$ cat config.mk
export PLATFORM = sky130hd
export DESIGN_NAME = vend_sequencer
export DESIGN_NICKNAME = d
export VERILOG_FILES = /design/src/rtl/vend_sequencer.sv
export SDC_FILE = /design/constraint.sdc
export NUM_CORES = 1
export LEC_CHECK = 0
export CORE_UTILIZATION = 33
export CTS_CLUSTER_SIZE = 10
export DETAILED_ROUTE_END_ITERATION = 6
export PLACE_DENSITY = 0.49
export SYNTH_ARGS = -nofsm -noshare
export SYNTH_HDL_FRONTEND = slang
export SYNTH_SLANG_ARGS = --single-unit
$ cat constraint.sdc
create_clock -name sys_clk -period 3.2 [get_ports sys_clk]
set_input_delay 0.64 -clock sys_clk [delete_from_list [all_inputs] [get_ports sys_clk]]
set_output_delay 0.64 -clock sys_clk [all_outputs]
set_load 0.01 [all_outputs]
$ cat src/rtl/vend_sequencer.sv
// rtl/vend_sequencer.sv - vending sequencer: coin credit, product vend with timeout refund, coin change
module vend_sequencer #(
  parameter int PRICE0     = 15,
  parameter int PRICE1     = 20,
  parameter int PRICE2     = 25,
  parameter int PRICE3     = 30,
  parameter int MAX_CREDIT = 95,
  parameter int TIMEOUT    = 1000
) (
  input  logic       sys_clk,
  input  logic       reset,
  input  logic       coin_pulse,
  input  logic       coin_val,
  input  logic       sel_valid,
  input  logic [1:0] sel_id,
  input  logic       cancel,
  output logic       disp_req,
  output logic [1:0] disp_slot,
  input  logic       disp_ack,
  output logic       chg_req,
  output logic       chg_coin,
  input  logic       chg_ack,
  output logic [6:0] credit,
  output logic       busy,
  output logic       coin_reject,
  output logic       sel_short,
  output logic       vend_done,
  output logic       fault
);

  typedef enum logic [1:0] {
    IDLE   = 2'd0,
    VEND   = 2'd1,
    CHANGE = 2'd2
  } state_t;

  state_t     state;
  logic [9:0] wait_cnt;
  logic [6:0] vend_price;
  logic [6:0] sel_price;
  logic [7:0] coin_sum;
  logic [6:0] chg_amount;

  always_comb begin
    sel_price = 7'(PRICE0);
    case (sel_id)
      2'd0: sel_price = 7'(PRICE0);
      2'd1: sel_price = 7'(PRICE1);
      2'd2: sel_price = 7'(PRICE2);
      2'd3: sel_price = 7'(PRICE3);
      default: sel_price = 7'(PRICE0);
    endcase
  end

  assign coin_sum   = {1'b0, credit} + (coin_val ? 8'd10 : 8'd5);
  assign chg_amount = chg_coin ? 7'd10 : 7'd5;
  assign busy       = (state != IDLE);

  always_ff @(posedge sys_clk) begin
    if (reset) begin
      state       <= IDLE;
      credit      <= 7'd0;
      disp_req    <= 1'b0;
      disp_slot   <= 2'd0;
      chg_req     <= 1'b0;
      chg_coin    <= 1'b0;
      coin_reject <= 1'b0;
      sel_short   <= 1'b0;
      vend_done   <= 1'b0;
      fault       <= 1'b0;
      wait_cnt    <= 10'd0;
      vend_price  <= 7'd0;
    end else begin
      coin_reject <= 1'b0;
      sel_short   <= 1'b0;
      vend_done   <= 1'b0;
      fault       <= 1'b0;
      case (state)
        IDLE: begin
          if (cancel) begin
            // A coin arriving alongside cancel or a selection always loses.
            coin_reject <= coin_pulse;
            if (credit != 7'd0) state <= CHANGE;
          end else if (sel_valid) begin
            coin_reject <= coin_pulse;
            if (credit >= sel_price) begin
              credit     <= credit - sel_price;
              disp_slot  <= sel_id;
              disp_req   <= 1'b1;
              vend_price <= sel_price;
              wait_cnt   <= 10'd0;
              state      <= VEND;
            end else begin
              sel_short <= 1'b1;
            end
          end else if (coin_pulse) begin
            if (coin_sum <= 8'(MAX_CREDIT)) credit <= coin_sum[6:0];
            else coin_reject <= 1'b1;
          end
        end
        VEND: begin
          coin_reject <= coin_pulse;
          if (disp_ack) begin
            disp_req  <= 1'b0;
            vend_done <= 1'b1;
            state     <= (credit != 7'd0) ? CHANGE : IDLE;
          end else if (wait_cnt == 10'(TIMEOUT - 1)) begin
            credit   <= credit + vend_price;
            disp_req <= 1'b0;
            fault    <= 1'b1;
            state    <= CHANGE;
          end else begin
            wait_cnt <= wait_cnt + 10'd1;
          end
        end
        CHANGE: begin
          coin_reject <= coin_pulse;
          // chg_req low for a cycle between coins falls out of raising only from low.
          if (!chg_req) begin
            chg_req  <= 1'b1;
            chg_coin <= (credit >= 7'd10);
          end else if (chg_ack) begin
            chg_req <= 1'b0;
            credit  <= credit - chg_amount;
            if (credit == chg_amount) state <= IDLE;
          end
        end
        default: state <= IDLE;
      endcase
    end
  end

endmodule

# After elaboration in Yosys (flattened, before gate mapping)
# Cells that the tools add are included.
dict set report totals {
  ff_bits 35
  input_bits 10
  output_inout_bits 17
  elab_cells 110
}
dict set report classes {
  add_sub_neg 5
  order_cmp 3
  eq_ne 23
  mux 46
  bitwise 5
  reduce_logical 16
}
# op count
set ops {}
lappend ops {{7-bit 2-to-1 mux} 9}
lappend ops {{10-bit 2-to-1 mux} 5}
lappend ops {{7-bit case mux with 4 select lines} 1}
lappend ops {{3-bit != test (second input constant)} 7}
lappend ops {{7-bit case mux with 3 select lines} 1}
lappend ops {{2-bit 2-to-1 mux} 10}
lappend ops {{10-bit case mux with 2 select lines} 1}
lappend ops {{2-bit != test (second input constant)} 9}
lappend ops {{1-bit 2-to-1 mux} 14}
lappend ops {{10-bit by 1-bit adder with 10-bit output (second input constant)} 1}
lappend ops {{10-bit == test (second input constant)} 1}
lappend ops {{9-bit AND reduction} 1}
lappend ops {{7-bit by 4-bit adder with 8-bit output} 1}
lappend ops {{8-bit by 7-bit <= comparator with 1-bit output (second input constant)} 1}
lappend ops {{4-bit 2-to-1 mux} 2}
lappend ops {{7-bit adder} 1}
lappend ops {{7-bit by 4-bit == test with 1-bit output} 1}
lappend ops {{7-bit by 4-bit >= comparator with 1-bit output (second input constant)} 1}
lappend ops {{7-bit >= comparator} 1}
lappend ops {{7-bit AND reduction} 1}
lappend ops {{7-bit nonzero test} 1}
lappend ops {{7-bit by 4-bit subtractor with 7-bit output} 1}
lappend ops {{7-bit subtractor} 1}
lappend ops {{2-bit == test (second input constant)} 3}
lappend ops {{other kinds (14)} 23}

# Logic depth before layout (Yosys ltp)
# Gate-level depths: netlist of the first run.
dict set report logic_depth {
  ltp_word 8
  ltp_mapped 11
  depth_no_buf 11
}

# Worst setup path before layout of the first run
# No wires, ideal clock.
dict set report synth_timing {
  kind {input to register}
  from {in sel_id[0]}
  to {reg credit[4]}
  setup_time_ns 0.132
  arrival_time_ns 2.531
  t_required_ns 3.068
  slack_ns 0.537
  stages 11
  path_buffers 0
  cell_sequence {inv_1 ha_1 or2_2 ha_1 fa_1 nor2b_1 o31a_1 nor2_1 a221o_1 nand4_1 a21oi_1}
}
dict set report synth_between {
  elab_chain_len 7
  elab_cells_between_ends 13
  cone_classes {add/sub: 1; order compare: 1; eq/ne: 4; mux: 5; reduce/logical: 2}
}
# item line_no
set synth_rtl {}
lappend synth_rtl {{from (decl)} 15} ;# input logic [1:0] sel_id,
lappend synth_rtl {{2-bit == test, or another cell as far along} 46} ;# case (sel_id)
lappend synth_rtl {{7-bit case mux with 4 select lines *} 46}
lappend synth_rtl {{via sel_price[0]} 40} ;# logic [6:0] sel_price;
lappend synth_rtl {{7-bit subtractor} 87} ;# credit <= credit - sel_price;
lappend synth_rtl {{7-bit 2-to-1 mux} 86} ;# if (credit >= sel_price) begin
lappend synth_rtl {{7-bit 2-to-1 mux} 84} ;# end else if (sel_valid) begin
lappend synth_rtl {{7-bit 2-to-1 mux} 80} ;# if (cancel) begin
lappend synth_rtl {{7-bit case mux with 3 select lines} 78} ;# case (state)
lappend synth_rtl {{to (signal assigned)} 87}
lappend synth_rtl {{to (signal assigned)} 97} ;# if (coin_sum <= 8'(MAX_CREDIT)) credit <= coin_sum[6:0];
lappend synth_rtl {{to (signal assigned)} 108} ;# credit <= credit + vend_price;
lappend synth_rtl {{to (decl)} 23} ;# output logic [6:0] credit,
# The timed path passes the listed nets; every way through them passes the cells marked *. The select of a mux whose other input is x is not followed.
# A chain may end at the register's enable or synchronous reset.

# Worst setup path after layout of the first run
# Ends and elaborated chain as after synthesis.

==> results.txt, run 1 <==
Combinational logic is responsible for 64.6% of the overall power. Of the total power, registers draw 23.7%. Total negative slack: 0 ns. Traced cell by cell, the critical path runs through clkdlybuf4s50_1 -> inv_1 -> ha_1 -> or2_2 -> ha_1 -> fa_1 -> nor2b_2 -> o31a_1 -> nor2_1 -> a221o_1 -> nand4_1 -> a21oi_1. The analysis attributes to net switching a power of 1.263 mW. In this run the static leakage power is 1.411 nW. Leading area contributor after synthesis: dfxtp_1. For the pin with the worst max-slew slack, the measured transition is 0.5759 ns.

The power consumption was 2.723 mW. Between clock sinks in the finished design, the worst skew comes to 0.008368 ns. The worst register-to-register path has a depth of 9.

The layout-stage area growth over the synthesis result came out at 24.50%. The logs give 34.76% for the starting density of the core and 326.7 MHz for the maximum clock rate. The most frequent cell after synthesis is nor2_1. For this design the ratio of total power to cell area is 801.8 nW/um^2. The post-synthesis average cell area was 8.445 sq um; the overall die width was 92.92 microns. Via count normalized by instance count: 5.492.

The logs give 2728 sq um for the area of the mapped netlist and 0 for the number of antenna violations at the first check in global routing. The first global-routing pass estimated 12830 microns of wire. The number of global-route vias before repair is 2603. In the synthesized netlist the dominant register cell turns out to be dfxtp_1. Of the total synthesized cell area, the portion taken by AND, OR, NAND and NOR gates is 19.59%.

The tools report the count of mapped cells out of synthesis as 323. The logs give 19.05% for the overall fraction of global-route tracks in use and 0 for the synthesis warning total. The tools report the number of diodes as 0.

Estimated wirelength of the detail-placed design: 5978 microns. The global placement routability congestion was 0.8771. The critical path contains buffers and inverters numbering 2 combined. Synthesis inferred 33 register bits. Sorting the synthesized cells by how often they occur yields nor2_1, dfxtp_1, ha_1, o21ai_0. Buffers added to address setup during post-CTS repair amount to 0. For this run, the detailed router's first-pass iteration total came to 4.

Of all nets on the critical path, the largest fanout is 3. Measured against the total synthesized area, the mux share comes to 1.468%. Of the total synthesized cell area, the portion taken by full adders, half adders and majority gates is 15.32%. In this run the most critical hold path is launched from disp_req. Input and output buffers added on the ports amount to 26. The floorplan die height is 92.92 microns.

Number of maximum-capacitance constraint violations: 0. The total count of hold-check failures in the final report is 0. Of the total synthesized cell area, the portion taken by XOR and XNOR cells is 6.101%. In this run the worst hold path is classified as reg -> reg. The number of unique standard cell types used by synthesis is 66. In this run the register-to-register setup slack is 0.63 ns. The clock period minus final worst setup slack is 3.061 ns. For the worst-skew pair, the clock arrives at the later sink with an insertion delay of 0.29 ns. The dominant combinational cell family by area after synthesis was compound AO/OA/AOI/OAI gates. After detailed routing, the average wire length per cell comes to 16.32 microns. The logs give 7768 microns for the post-detailed-routing wire length and 2 for the maximum clock path buffer count. The flow ran to the end, and the final reports show no timing, DRC or antenna violations. For the worst voltage drop across the vdd grid, the log shows 0.3645 mV.

Counting every net in the synthesized netlist gives 364. The hold path depth came out at 2. Terminating pin of the worst hold path: disp_req. The endpoint required time on the critical path is 3.38 ns, and the clock transition at the registers of the reported paths is 0.08 ns. The fraction of registers with async set/reset was 0%; the clock share of power was 11.8%. Buffer type at the clock tree root: clkbuf_8. The sequential element share of the synthesized area was 24.22%.

Number of CTS-inserted buffers: 5. The endpoint identified for the worst register-to-register timing path is credit[2]. Measured against its own limit, the worst slew margin works out to 61.61%. Counting flops with a built-in enable in the synthesized netlist gives 0. In this run the count of I/O pins placed on the die edge is 27. STA classifies the critical path startpoint as an input port. The DRC violation count after routing was 0; the first-iteration detailed-routing DRC count was 137. Ranked by total cell area, the synthesized netlist is headed by dfxtp_1, ha_1, nor2_1. The switching part of the total is 46.38%. The internal cell power was 1.460 mW. On the critical path, the stage with the largest delay is an instance of clkdlybuf4s50_1. The number of placed instances, taps included, is 468. TritonCTS built the clock tree. The worst register-to-register path begins at credit[0]. Once detail routing completed, the nets flagged for antenna violations numbered 0. The synthesized netlist devotes 28.30% of its cell area to compound gates.

The level count of the clock H-tree is 2. The critical path is of the in -> reg type. Top cell type's share of synthesized area: 24.22%. The tools report the largest net degree at the start of global routing as 16. The final critical path takes up 95.64% of the cycle. The number of placement rows came out at 32. STA puts the critical path data arrival time at 3.24 ns.

The region available for standard cell placement spans 7848 sq um. For the routed via count, the log shows 2614. Setup repair after global routing left no endpoint under its margin. Setup violations remaining at the end of the flow were counted as 0. The number of nets in the layout was 414; the fraction of final layout cells sized beyond drive strength 1 was 14.71%. The longest individual stage delay on the worst path came out at 0.48 ns. STA classifies the critical path endpoint as a flip-flop. The tools report the die footprint as 8633 sq um.

The cell that appears most often on the critical path is ha_1. The clock drives 33 sinks. Global routing finished with a remaining overflow of 0.

For the final number of max-transition violations, the log shows 0. Broken down by cell family, the worst path's largest delay share belongs to adder cells. Number of standard cells in the layout, taps in and fillers out: 476.
worst max-delay path by stage:
| stage | from | to | cells after the start |
|---|---|---|---|
| after global placement | sel_id[0] | credit[6] | 12 |
| after global routing | sel_id[0] | credit[4] | 12 |
| final | sel_id[0] | credit[4] | 12 |
| after detailed placement | sel_id[0] | credit[4] | 12 |
| after floorplan | sel_id[0] | credit[4] | 11 |
| after CTS | sel_id[0] | credit[4] | 12 |
through the flow:
step           setup WS [ns]  util [%]  hold slack [ns]  instance area [sq um]
2_1_floorplan         0.5367         -           0.4574                   2728
3_3_place_gp         -0.1388     42.00           0.4767                   3296
3_5_place_dp         -0.1556     42.00           0.4880                   3296
4_1_cts               0.1451     43.10           0.4991                   3382
5_1_grt             0.007621     43.27           0.5270                   3396
6_report              0.1395     43.27           0.4910                   3396
sequential cells by signal (all words and copies together), names as in the netlist:
name,cells
disp_slot,2
credit,7
disp_req,1
chg_coin,1
fault,1
coin_reject,1
sel_short,1
state,2
vend_price,5
chg_req,1
wait_cnt,10
vend_done,1
repair_timing:
action | in CTS | in global routing
setup endpoints to repair | 0 | 6
hold buffers | 0 | 0
gates resized for setup | 0 | 2
worst register-to-register path, stage by stage (launching register included):
cell,delay (ns)
dfxtp_1,0.53
ha_1,0.26
fa_1,0.23
a211o_1,0.14
o2111ai_1,0.17
or4_4,0.51
a31oi_4,0.23
nor2_1,0.09
buf_4,0.14
a211oi_1,0.19
cell usage in the layout, fill, tap and decap left out, types with 3 or more instances in the layout:
cell and instances:
a211oi_1 12, nor2_1 38, o21a_1 3, nor4_1 3, nor3_1 9, fa_1 4
nand4_1 4, nand3_1 8, clkdlybuf4s50_1 26, o31ai_1 3, clkbuf_8 5, o21ai_0 18
and3_1 4, or3_1 4, ha_1 27, a21o_1 7, xor2_1 13, xnor2_1 6
mux2i_1 4, a21oi_1 16, inv_1 16, a221oi_1 3, o211ai_1 8, buf_4 28
a31oi_1 3, dfxtp_1 33, nand2b_1 3, nand2_1 16
cells by family (layout without fill, tap and decap cells):
| family | after synthesis | after routing |
|---|---|---|
| xor gates and xnor gates | 19 | 19 |
| and+or+nand+nor | 103 | 103 |
| adders and majority gates | 31 | 31 |
| buffers and inverters | 30 | 81 |
| DFF | 33 | 33 |
| muxes | 4 | 4 |
| AOI/OAI and AO/OA | 103 | 103 |
metal layers:
metal  wire length [microns]  vias up  global-route usage, %  share of wire (%)
met1                    3714     1227                  25.71                 48
met3                     345       15                  2.709                4.4
met2                    3531       69                  30.76                 45
li1                        -     1303                      -                  -
met5                       0        -                      0                  0
met4                     176        0                  6.667                2.3
final cells by class:
type                    instances  area [sq um]
clock buffers                   5         68.82
clock inverters                 3         17.52
fillers                       825          4452
multi-input cells             260          1944
repair buffers                 56         510.5
well taps                     102         127.6
flip-flops and latches         33         660.6
inverters                      17         66.31
power by group through the flow:
stage	combinational [mW]	clock, mW	sequential [mW]
after CTS	1.73	0.331	0.644
after global routing	1.95	0.348	0.657
after detailed placement	1.73	0	0.652
after global placement	1.73	0	0.654
after floorplan	1.14	0	0.606
final	1.76	0.321	0.644
Power figures use the tool's default switching activity.
==> inputs of run 2 (changes only) <==
--- a/config.mk
+++ b/config.mk
@@ -6,9 +6,10 @@
 export NUM_CORES = 1
 export LEC_CHECK = 0
 export CORE_UTILIZATION = 33
-export CTS_CLUSTER_SIZE = 10
+export CTS_CLUSTER_SIZE = 30
 export DETAILED_ROUTE_END_ITERATION = 6
 export PLACE_DENSITY = 0.49
+export SETUP_SLACK_MARGIN = 0.5
 export SYNTH_ARGS = -nofsm -noshare
 export SYNTH_HDL_FRONTEND = slang
 export SYNTH_SLANG_ARGS = --single-unit
==> run 2 against run 1 <==
Effect of this change:
- core utilization grew 3.2 points
- flip-flop and latch count is the same
- setup slack gained 0.46 ns
- register-to-register slack lost 0.03 ns
- combinational power grew 12%
- hold slack is essentially flat
- cell count grew 1.9%
- clock power is essentially flat
- largest cell class unchanged
==> results.txt, run 2 (synthesis results as in run 1) <==
The finished layout holds 485 standard cells, fillers aside. The endpoint kind of the worst setup timing path is a flip-flop. After clock tree synthesis, the clock-pin slew on the worst setup and hold paths is 0.08 ns. Final number of max-transition violations: 0.

Type of the worst setup path: reg -> reg. The critical path contains buffers and inverters numbering 2 combined. The total count of hold-check failures in the final report came out at 0. Counting flops per register, the top entry is wait_cnt. The residual overflow from global routing is 0. The maximum fanout encountered on the critical timing path works out to 8.

The part of the cycle the worst path needs is 81.39%. TritonCTS built the clock tree. The run gives 58.36% as the worst max-slew margin expressed relative to the limit. In the final layout, flip-flops and latches occupy 660.6 sq um. Clock skew on the completed layout was measured at 0.008963 ns.

Entering global routing, the biggest net connects 16 pins. The number of antenna violations at the first check in global routing is 0. For the number of detailed-routing iterations run before antenna repair, the log shows 4.

The layout-stage area growth over the synthesis result came out at 33.81%. For this run, the top clock speed supported by timing is 384.0 MHz. In the final layout, the registers with the most flip-flops are wait_cnt x10, credit x7, vend_price x5.

The number of inserted filler cells in the final layout is 810, and the number of placed instances, taps included is 468. During placement, the flow inserted port buffers numbering 26. The run gives 3.37 ns as the endpoint required time on the critical path.

For this block, the routed nets add up to 8114 microns of wire. The run gives 5978 microns as the estimated wirelength of the detail-placed design. Traced cell by cell, the critical path runs through ha_2 -> a21o_1 -> o2bb2ai_1 -> a211oi_2 -> buf_4 -> a31oi_4 -> buf_4 -> o311ai_2 -> o31ai_1.

The post-detailed-route wirelength per cell was 16.73 microns; the total of endpoints with negative setup slack in the final report was 0. After detailed routing, the number of remaining DRC violations is 0. The tools report the arrival time reported for the critical path endpoint as 2.78 ns.

The overall fraction of global-route tracks in use was 19.55%. Overall die width: 92.92 microns. The tools report the routed via count as 2665. The number of diodes is 0, and the sum of routed wire segments on met1 is 3777 microns. The post-route netlist has 25.85% of its cells at a drive strength greater than 1.

The number of maximum-capacitance constraint violations came out at 0. For the total area of multi-input combinational cells, the log shows 2117 sq um. For this design, the CTS-stage hold fixing added 0 buffers.

The most used cell along the critical path was buf_4. Counting I/O delays and the setup requirement, the final critical path takes 2.604 ns. The type of the worst min-delay path was reg -> reg. Setup repair after global routing left no endpoint under its margin. The starting density of the core was 34.76%. The library cells used most frequently in the layout, excluding fill and tap cells, are nor2_1, buf_4, dfxtp_1. The highest-delay cell along the critical path was dfxtp_1. The die footprint was 8633 sq um. Across the VDD grid, the largest voltage drop is 0.3621 mV. The tools report the number of CTS-inserted buffers as 5. In this run the remaining antenna-violating nets after routing total 0. The buffer type at the clock tree root was clkbuf_8.

The total clock sinks is 33. STA classifies the critical path startpoint as a flip-flop. In this run the vertical extent of the chip is 92.92 microns. At the pin with the least slew margin, the transition time is 0.6247 ns.

In this run the power density over the cells is 808.6 nW/um^2. After floorplanning, the core was divided into 32 placement rows. Dividing the detail-routed via count by the number of cells gives 5.495.

27 I/O pins were placed. Leading cell type in the layout, fill and taps excluded: nor2_1. Clock latency on the worst-skew pair, taken at its later pin, is 0.29 ns. The run gives 7848 sq um as the placeable core region. The reported leakage power is 1.449 nW. The detailed router used layers up to and including met4. The cell family contributing the most delay on the critical path was compound AO/OA/AOI/OAI gates. In the final design database the tool counted 423 nets.

After detailed routing, the met2 layer carries 3709 microns of wire. The run gives 425 microns as the wire length on met3. For this run, the slowest stage of the critical path takes 0.67 ns. The run gives 13190 microns as the wire length of the first global-routing pass. The congestion estimate from routability-driven global placement came to 0.8771. The logs give 2670 for the number of global-route vias before repair and 2 for the maximum clock path buffer count. The register with the most flip-flops in the layout has 10 of them.

Hold is met by 0.4910 ns. The H-tree was split into 2 levels. The detailed router finished its first iteration with 132 violations. The run finished with clean final reports.
==> run 2: changes by cell type in the layout (fill, tap and decap cells not counted), sizes merged <==
cell	previous run	this run
buf	30	38
clkbuf	5	8
clkdlybuf4s50	26	23
dlygate4sd2	0	1
==> run 2: cell type report <==
type | count | area share (%)
clock buffer | 5 | 1.885
clock inverter | 3 | 0.4799
inverter | 17 | 1.817
multi-input combinational | 260 | 58.00
sequential | 33 | 18.10
tap | 102 | 3.497
timing repair buffer | 65 | 16.22
==> run 2: worst reg2reg max path, cell delays in order, from the launching register on <==
cell and delay [ns]:
dfxtp_1 0.67, ha_2 0.44, a21o_1 0.19, o2bb2ai_1 0.16
a211oi_2 0.23, buf_4 0.17, a31oi_4 0.10, buf_4 0.17
o311ai_2 0.25, o31ai_1 0.11
==> run 2: stage by stage <==
stage / worst slack [ns] / area, sq um / util [%] / power, mW / TNS (ns)
after global placement: -0.1388 / 3296 / 42.00 / 2.385 / -0.6420
after global routing: 0.4990 / 3650 / 46.51 / 3.182 / 0
final: 0.5956 / 3650 / 46.51 / 2.951 / 0
after detailed placement: -0.1556 / 3296 / 42.00 / 2.379 / -1.001
after CTS: 0.5131 / 3528 / 44.96 / 2.836 / 0
after floorplan: 0.5367 / 2728 / - / 1.746 / 0
==> run 2: layer usage <==
metal	up-vias	GRT usage, %
li1	1325	-
met1	1245	25.89
met2	79	32.11
met3	16	2.709
met4	0	7.051
met5	-	0
==> run 2: power breakdown <==
group	leakage, nW	switching, mW	internal [mW]
clock network	0.0439	0.170	0.150
logic	1.14	1.02	0.947
registers	0.268	0.170	0.491
total	1.45	1.36	1.59
==> run 2: timing repair <==
item	in CTS	in global routing
pin swaps	11	11
endpoints found under the setup margin	27	14
resized for setup	28	23
cloned	0	1
setup buffers	6	2
==> run 2: final timing paths <==
check             from         to  slack, ns  cells after the start
max          credit[3]  credit[6]       0.60                      9
max reg2reg  credit[3]  credit[6]       0.60                      9
min           disp_req   disp_req       0.49                      2
min reg2reg   disp_req   disp_req       0.49                      2
